==> src/rtl/tx_packet_arbiter.sv <==
// Shares the host TX byte stream between packet producers, sending one latched packet at a time.
// Define TX_ARB_ROUND_ROBIN_EN for round-robin arbitration; default is fixed priority (index 0 highest).
module tx_packet_arbiter #(
  parameter int unsigned NUM_SRC   = 4,
  parameter int unsigned MAX_BYTES = 5,
  parameter int unsigned LEN_W     = 3,
  localparam int unsigned IDX_W    = (NUM_SRC > 1) ? $clog2(NUM_SRC) : 1
) (
  input  logic                           clk,
  input  logic                           reset_n,
  input  logic [NUM_SRC-1:0]             src_req,
  input  logic [NUM_SRC*LEN_W-1:0]       src_len,
  input  logic [NUM_SRC*MAX_BYTES*8-1:0] src_data,
  output logic [NUM_SRC-1:0]             src_done,
  output logic [7:0]                     tx_data,
  output logic                           tx_vld,
  input  logic                           tx_rdy,
  output logic                           busy,
  output logic [IDX_W-1:0]               grant_idx
);

  localparam logic [0:0] S_IDLE = 1'b0;
  localparam logic [0:0] S_SEND = 1'b1;

  logic [0:0]       r_state;
  logic [0:0]       w_state_nxt;
  logic [LEN_W-1:0] r_len;
  logic [LEN_W-1:0] r_cnt;
  logic [LEN_W-1:0] w_cnt_nxt;
  logic [LEN_W-1:0] w_cnt_inc;
  logic [LEN_W-1:0] w_len_raw;
  logic [LEN_W-1:0] w_len_eff;
  logic [7:0]       r_bytes [MAX_BYTES];
  logic [7:0]       r_tx_data;
  logic [7:0]       w_tx_data_nxt;
  logic             r_tx_vld;
  logic             w_tx_vld_nxt;
  logic             r_busy;
  logic             w_busy_nxt;
  logic [IDX_W-1:0] r_grant_idx;
  logic [IDX_W-1:0] w_grant_nxt;
  logic [IDX_W-1:0] w_win;
  logic             w_grant_now;
  logic             w_last;

`ifdef TX_ARB_ROUND_ROBIN_EN
  // The last granted index is the round-robin pointer; search starts one past it and wraps.
  always_comb begin
    w_win = r_grant_idx;
    for (int k = int'(NUM_SRC); k >= 1; k--) begin
      int unsigned idx;
      idx = (int'(r_grant_idx) + k) % NUM_SRC;
      if (src_req[IDX_W'(idx)]) w_win = IDX_W'(idx);
    end
  end
`else
  // Fixed priority: lowest requesting index wins.
  always_comb begin
    w_win = '0;
    for (int i = int'(NUM_SRC) - 1; i >= 0; i--) begin
      if (src_req[IDX_W'(i)]) w_win = IDX_W'(i);
    end
  end
`endif

  // Zero length sends one byte; oversize lengths are clamped to the packet buffer.
  assign w_len_raw = src_len[int'(w_win)*LEN_W +: LEN_W];
  assign w_len_eff = (w_len_raw == '0) ? LEN_W'(1) :
                     (w_len_raw > LEN_W'(MAX_BYTES)) ? LEN_W'(MAX_BYTES) : w_len_raw;

  assign w_grant_now = (r_state == S_IDLE) && (|src_req);
  assign w_last      = (r_cnt == (r_len - LEN_W'(1)));
  assign w_cnt_inc   = r_cnt + LEN_W'(1);

  always_comb begin
    src_done = '0;
    if (r_tx_vld && tx_rdy && w_last) src_done[r_grant_idx] = 1'b1;
  end

  always_comb begin
    w_state_nxt   = r_state;
    w_cnt_nxt     = r_cnt;
    w_tx_data_nxt = r_tx_data;
    w_tx_vld_nxt  = r_tx_vld;
    w_busy_nxt    = r_busy;
    w_grant_nxt   = r_grant_idx;
    case (r_state)
      S_IDLE: begin
        if (w_grant_now) begin
          w_state_nxt   = S_SEND;
          w_cnt_nxt     = '0;
          w_tx_data_nxt = src_data[int'(w_win)*MAX_BYTES*8 +: 8];
          w_tx_vld_nxt  = 1'b1;
          w_busy_nxt    = 1'b1;
          w_grant_nxt   = w_win;
        end
      end
      S_SEND: begin
        if (r_tx_vld && tx_rdy) begin
          if (w_last) begin
            w_state_nxt  = S_IDLE;
            w_tx_vld_nxt = 1'b0;
            w_busy_nxt   = 1'b0;
          end else begin
            w_cnt_nxt     = w_cnt_inc;
            w_tx_data_nxt = r_bytes[w_cnt_inc];
          end
        end
      end
      default: w_state_nxt = S_IDLE;
    endcase
  end

  always_ff @(posedge clk or negedge reset_n) begin
    if (!reset_n) begin
      r_state     <= S_IDLE;
      r_cnt       <= '0;
      r_len       <= '0;
      r_tx_data   <= '0;
      r_tx_vld    <= 1'b0;
      r_busy      <= 1'b0;
      r_grant_idx <= '0;
      for (int k = 0; k < int'(MAX_BYTES); k++) r_bytes[k] <= '0;
    end else begin
      r_state     <= w_state_nxt;
      r_cnt       <= w_cnt_nxt;
      r_tx_data   <= w_tx_data_nxt;
      r_tx_vld    <= w_tx_vld_nxt;
      r_busy      <= w_busy_nxt;
      r_grant_idx <= w_grant_nxt;
      // Snapshot the whole packet so source changes during SEND are ignored.
      if (w_grant_now) begin
        r_len <= w_len_eff;
        for (int k = 0; k < int'(MAX_BYTES); k++)
          r_bytes[k] <= src_data[(int'(w_win)*int'(MAX_BYTES) + k)*8 +: 8];
      end
    end
  end

  assign tx_data   = r_tx_data;
  assign tx_vld    = r_tx_vld;
  assign busy      = r_busy;
  assign grant_idx = r_grant_idx;

endmodule

==> config.mk <==
export PLATFORM = sky130hd
export DESIGN_NAME = tx_packet_arbiter
export DESIGN_NICKNAME = d
export VERILOG_FILES = /design/src/rtl/tx_packet_arbiter.sv
export SDC_FILE = /design/constraint.sdc
export NUM_CORES = 1
export LEC_CHECK = 0
export BUFFER_PORTS_ARGS = -buffer_cell sky130_fd_sc_hd__buf_2
export CORE_ASPECT_RATIO = 0.7
export CORE_MARGIN = 2
export CORE_UTILIZATION = 40
export CTS_BUF_LIST = sky130_fd_sc_hd__clkbuf_2 sky130_fd_sc_hd__clkbuf_4 sky130_fd_sc_hd__clkbuf_8
export DETAILED_ROUTE_END_ITERATION = 16
export PLACE_DENSITY = 0.79
export REMOVE_ABC_BUFFERS = 1
export SYNTH_ARGS = -nofsm -noshare
export SYNTH_HDL_FRONTEND = slang
export SYNTH_SLANG_ARGS = --single-unit
==> constraint.sdc <==
create_clock -name clk -period 2.31 [get_ports clk]
set_clock_uncertainty 0.2 [all_clocks]
set_input_delay 0.231 -clock clk [delete_from_list [all_inputs] [get_ports clk]]
set_output_delay 0.231 -clock clk [all_outputs]
set_load 0.03 [all_outputs]
==> impl_metrics.toml <==
[outcome]
status = "complete, no violations"

[synthesis]
yosys.area_share.simple_pct = 11.7
synth_area_per_cell_sq_um = 10.4
yosys-top-cells-count = "sky130_fd_sc_hd__dfrtp_1, sky130_fd_sc_hd__nand2_1, sky130_fd_sc_hd__o21ai_0"
seq_area_frac_synth_pct = 46.2
synthFlopType = "sky130_fd_sc_hd__dfrtp_1"
yosysUniqueCellTypes = 35
netlist.area_leader.share_pct = 46.2
synth_enable_flop_cells = 0
yosysTopAreaCell = "sky130_fd_sc_hd__dfrtp_1"
synth_seq_cells = 57
synth.area.top_cells = "sky130_fd_sc_hd__dfrtp_1, sky130_fd_sc_hd__mux2i_1, sky130_fd_sc_hd__o21ai_0"
post_synth_fa_ha_maj_area_fraction_pct = 0.811
combinational_family_with_the_most_area_after_synthesis = "multiplexers"
post_synth_mux_area_share_pct = 19.8
synth_xor_area_share_pct = 2.47
postSynthCellCount = 298
synthArstFlopShare_pct = 100
yosys_warnings = 0
netlist_area_before_placement_sq_um = 3090
synth_compound_area_share_pct = 13.5
synth_most_common_cell = "sky130_fd_sc_hd__dfrtp_1"

[timing]
final_hold_viol_count = 0
setup_ws_ns = 0.110
timing.final.setup_violations = 0
post-route-min-period_ns = 2.20
post_route_setup_tns_ns = 0
slew_headroom_pct = 55.7
slew_viol_final = 0
max_freq_mhz = 455
worstMarginPinSlew_ns = 0.665
fin_crit_sh_pct = 95.2
rsz0062_at_grt = "false"

[clock_network]
root_buffer = "sky130_fd_sc_hd__clkbuf_8"
cts_max_path_buffers = 2
cts_max_level = 3
cts_num_sinks = 57
numCtsBuffers = 9
clk-insertion-delay-late_ns = 0.34
clkSlewWorstSetupHoldPaths_ns = 0.06
cts_tree = "done"

[setup_path]
path_max_fanout = 3
timing.rr.start = "r_len[0]"
critPathLaunch = "r_len[0]"
worst_setup_path_start_kind = "flip-flop"
setup.worst_path.end_class = "primary output"
critPathKind = "flip-flop to primary output"
arrival_ns = 1.77
worst_ep_required_time_ns = 1.88

[detailed_routing]
drt_first_pass_iters = 4
detailedRoute.firstIterationViolations = 57
totalWireLength_um = 7970
num_vias = 2708
detail_route.drc_violations = 0
detail_route.vias_per_cell = 4.96
drt-wirelength-per-cell_um = 14.6
postRouteAntennaNets = 0

[global_route]
initial_antenna_violation_count = 0
grt_util_all_layers_pct = 20.0
grt_pass1_vias = 2620
maximum_number_of_pins_on_one_net_before_global_route_repair = 88
grt_overflow_total = 0
grt_first_pass_wirelength_um = 12700

[placed_design]
dpl.hpwl_um = 5670
finalWeightedCongestion = 0.783
numPlacedInstances = 493
port_buffers = 105
post-place-ws_ns = 0.185

[floorplanning]
initial_utilization_pct = 41.8
die_h_um = 77.5
chipWidth_um = 109
placement_rows = 26
boundaryPins = 195
die_area_sq_um = 8440
fp.coreArea_sq_um = 7380

[power]
ir_worst_vdd_uv = 764
p_leak_nw = 2.15
power.density_cell_area_nw_per_um2 = 1280

[layout]
ant_diodes = 0
final_net_count = 625
layout.cells.non_filler = 546
fin_util_pct = 59.0
flow.area_growth_from_synthesis_pct = 41.3
drive_gt1_share_pct = 34.8

[run]
max_cap_violations = 0

[worst_hold_path]
holdCritPathClass = "primary input to flip-flop"
min_from = "src_data[48]"
## cell families after synthesis
logic type               after synthesis
multiplexers                          49
adder cells (fa/ha/maj)                2
AND/OR/NAND/NOR                       81
buffers and inverters                 31
flip-flops                            57
AO/OA/AOI/OAI                         70
XOR/XNOR                               7
other                                  1
## cell type report
class                      count  area (sq um)
clock buffer                  12           159
clock inverter                 3          40.0
tap                           98           123
timing repair buffer         158          1040
fill                         658          3020
multi-input combinational    212          1550
sequential                    57          1430
inverter                       6          22.5
## flip-flops by register name, summed over array words and instances (netlist names)
name,flops
busy,1
r_len,3
grant_idx,1
tx_data,8
r_bytes,40
r_cnt,3
r_state,1
## power by group
| group | switching [mW] | total (mW) | internal (mW) | leakage [nW] |
|---|---|---|---|---|
| clock network | 0.382 | 0.941 | 0.559 | 0.106 |
| logic | 1.48 | 2.82 | 1.33 | 1.37 |
| registers | 0.304 | 1.83 | 1.53 | 0.680 |
## cell usage in the layout (no fill, tap or decap), types with 6 or more instances in the layout
| cell | instances |
|---|---|
| sky130_fd_sc_hd__buf_2 | 104 |
| sky130_fd_sc_hd__dfrtp_1 | 57 |
| sky130_fd_sc_hd__nand2_1 | 47 |
| sky130_fd_sc_hd__o21ai_0 | 45 |
| sky130_fd_sc_hd__mux2i_1 | 41 |
| sky130_fd_sc_hd__dlygate4sd3_1 | 36 |
| sky130_fd_sc_hd__buf_4 | 16 |
| sky130_fd_sc_hd__nor3_1 | 12 |
| sky130_fd_sc_hd__clkbuf_8 | 11 |
| sky130_fd_sc_hd__a21oi_1 | 10 |
| sky130_fd_sc_hd__nor2_1 | 10 |
| sky130_fd_sc_hd__mux4_4 | 8 |
| sky130_fd_sc_hd__a221oi_1 | 8 |
| sky130_fd_sc_hd__inv_1 | 6 |
## through the flow
stage	total power [mW]	area, sq um	hold slack [ns]
CTS	5.54	4320	0.00213
global route	6.01	4360	0.000713
floorplan	3.58	2950	-0.265
detailed placement	4.45	3740	0.105
global placement	4.33	3740	0.0874
finish	5.59	4360	0.00376
## worst max-delay path: stages (launching register included)
cell	delay, ns
sky130_fd_sc_hd__dfrtp_1	0.38
sky130_fd_sc_hd__inv_1	0.12
sky130_fd_sc_hd__ha_4	0.15
sky130_fd_sc_hd__xnor3_2	0.30
sky130_fd_sc_hd__nand3_2	0.12
sky130_fd_sc_hd__nor2_2	0.05
sky130_fd_sc_hd__and2_1	0.15
sky130_fd_sc_hd__buf_4	0.16
## routing by layer
layer	up-vias	GRT usage (%)	wire [um]
met2	85	33.1	3880
met5	-	0	0
met4	0	4.36	76
met3	10	6.30	443
met1	1274	25.8	3580
li1	1339	-	-
## worst paths after layout
path / to / slack [ns] / cells after the start
worst max-delay path: src_done[1] / 0.11 / 7
worst min-delay path: r_bytes[24] / 0.004 / 3
worst max register to register: tx_data[7] / 0.16 / 7
worst min register to register: r_bytes[33] / 0.28 / 2
max in group asynchronous: r_bytes[22] / 1.03 / 3
min in group asynchronous: r_bytes[30] / 0.27 / 2
## repair_timing
item / 4_1_cts / 5_1_grt
buffers inserted: 1 / 1
resized for setup: 3 / 4
hold endpoints to repair: 45 / 0
hold buffers: 36 / 0
endpoints found under the setup margin: 2 / 10
pin swaps: 2 / 1
(Power assumes the default switching activity.)
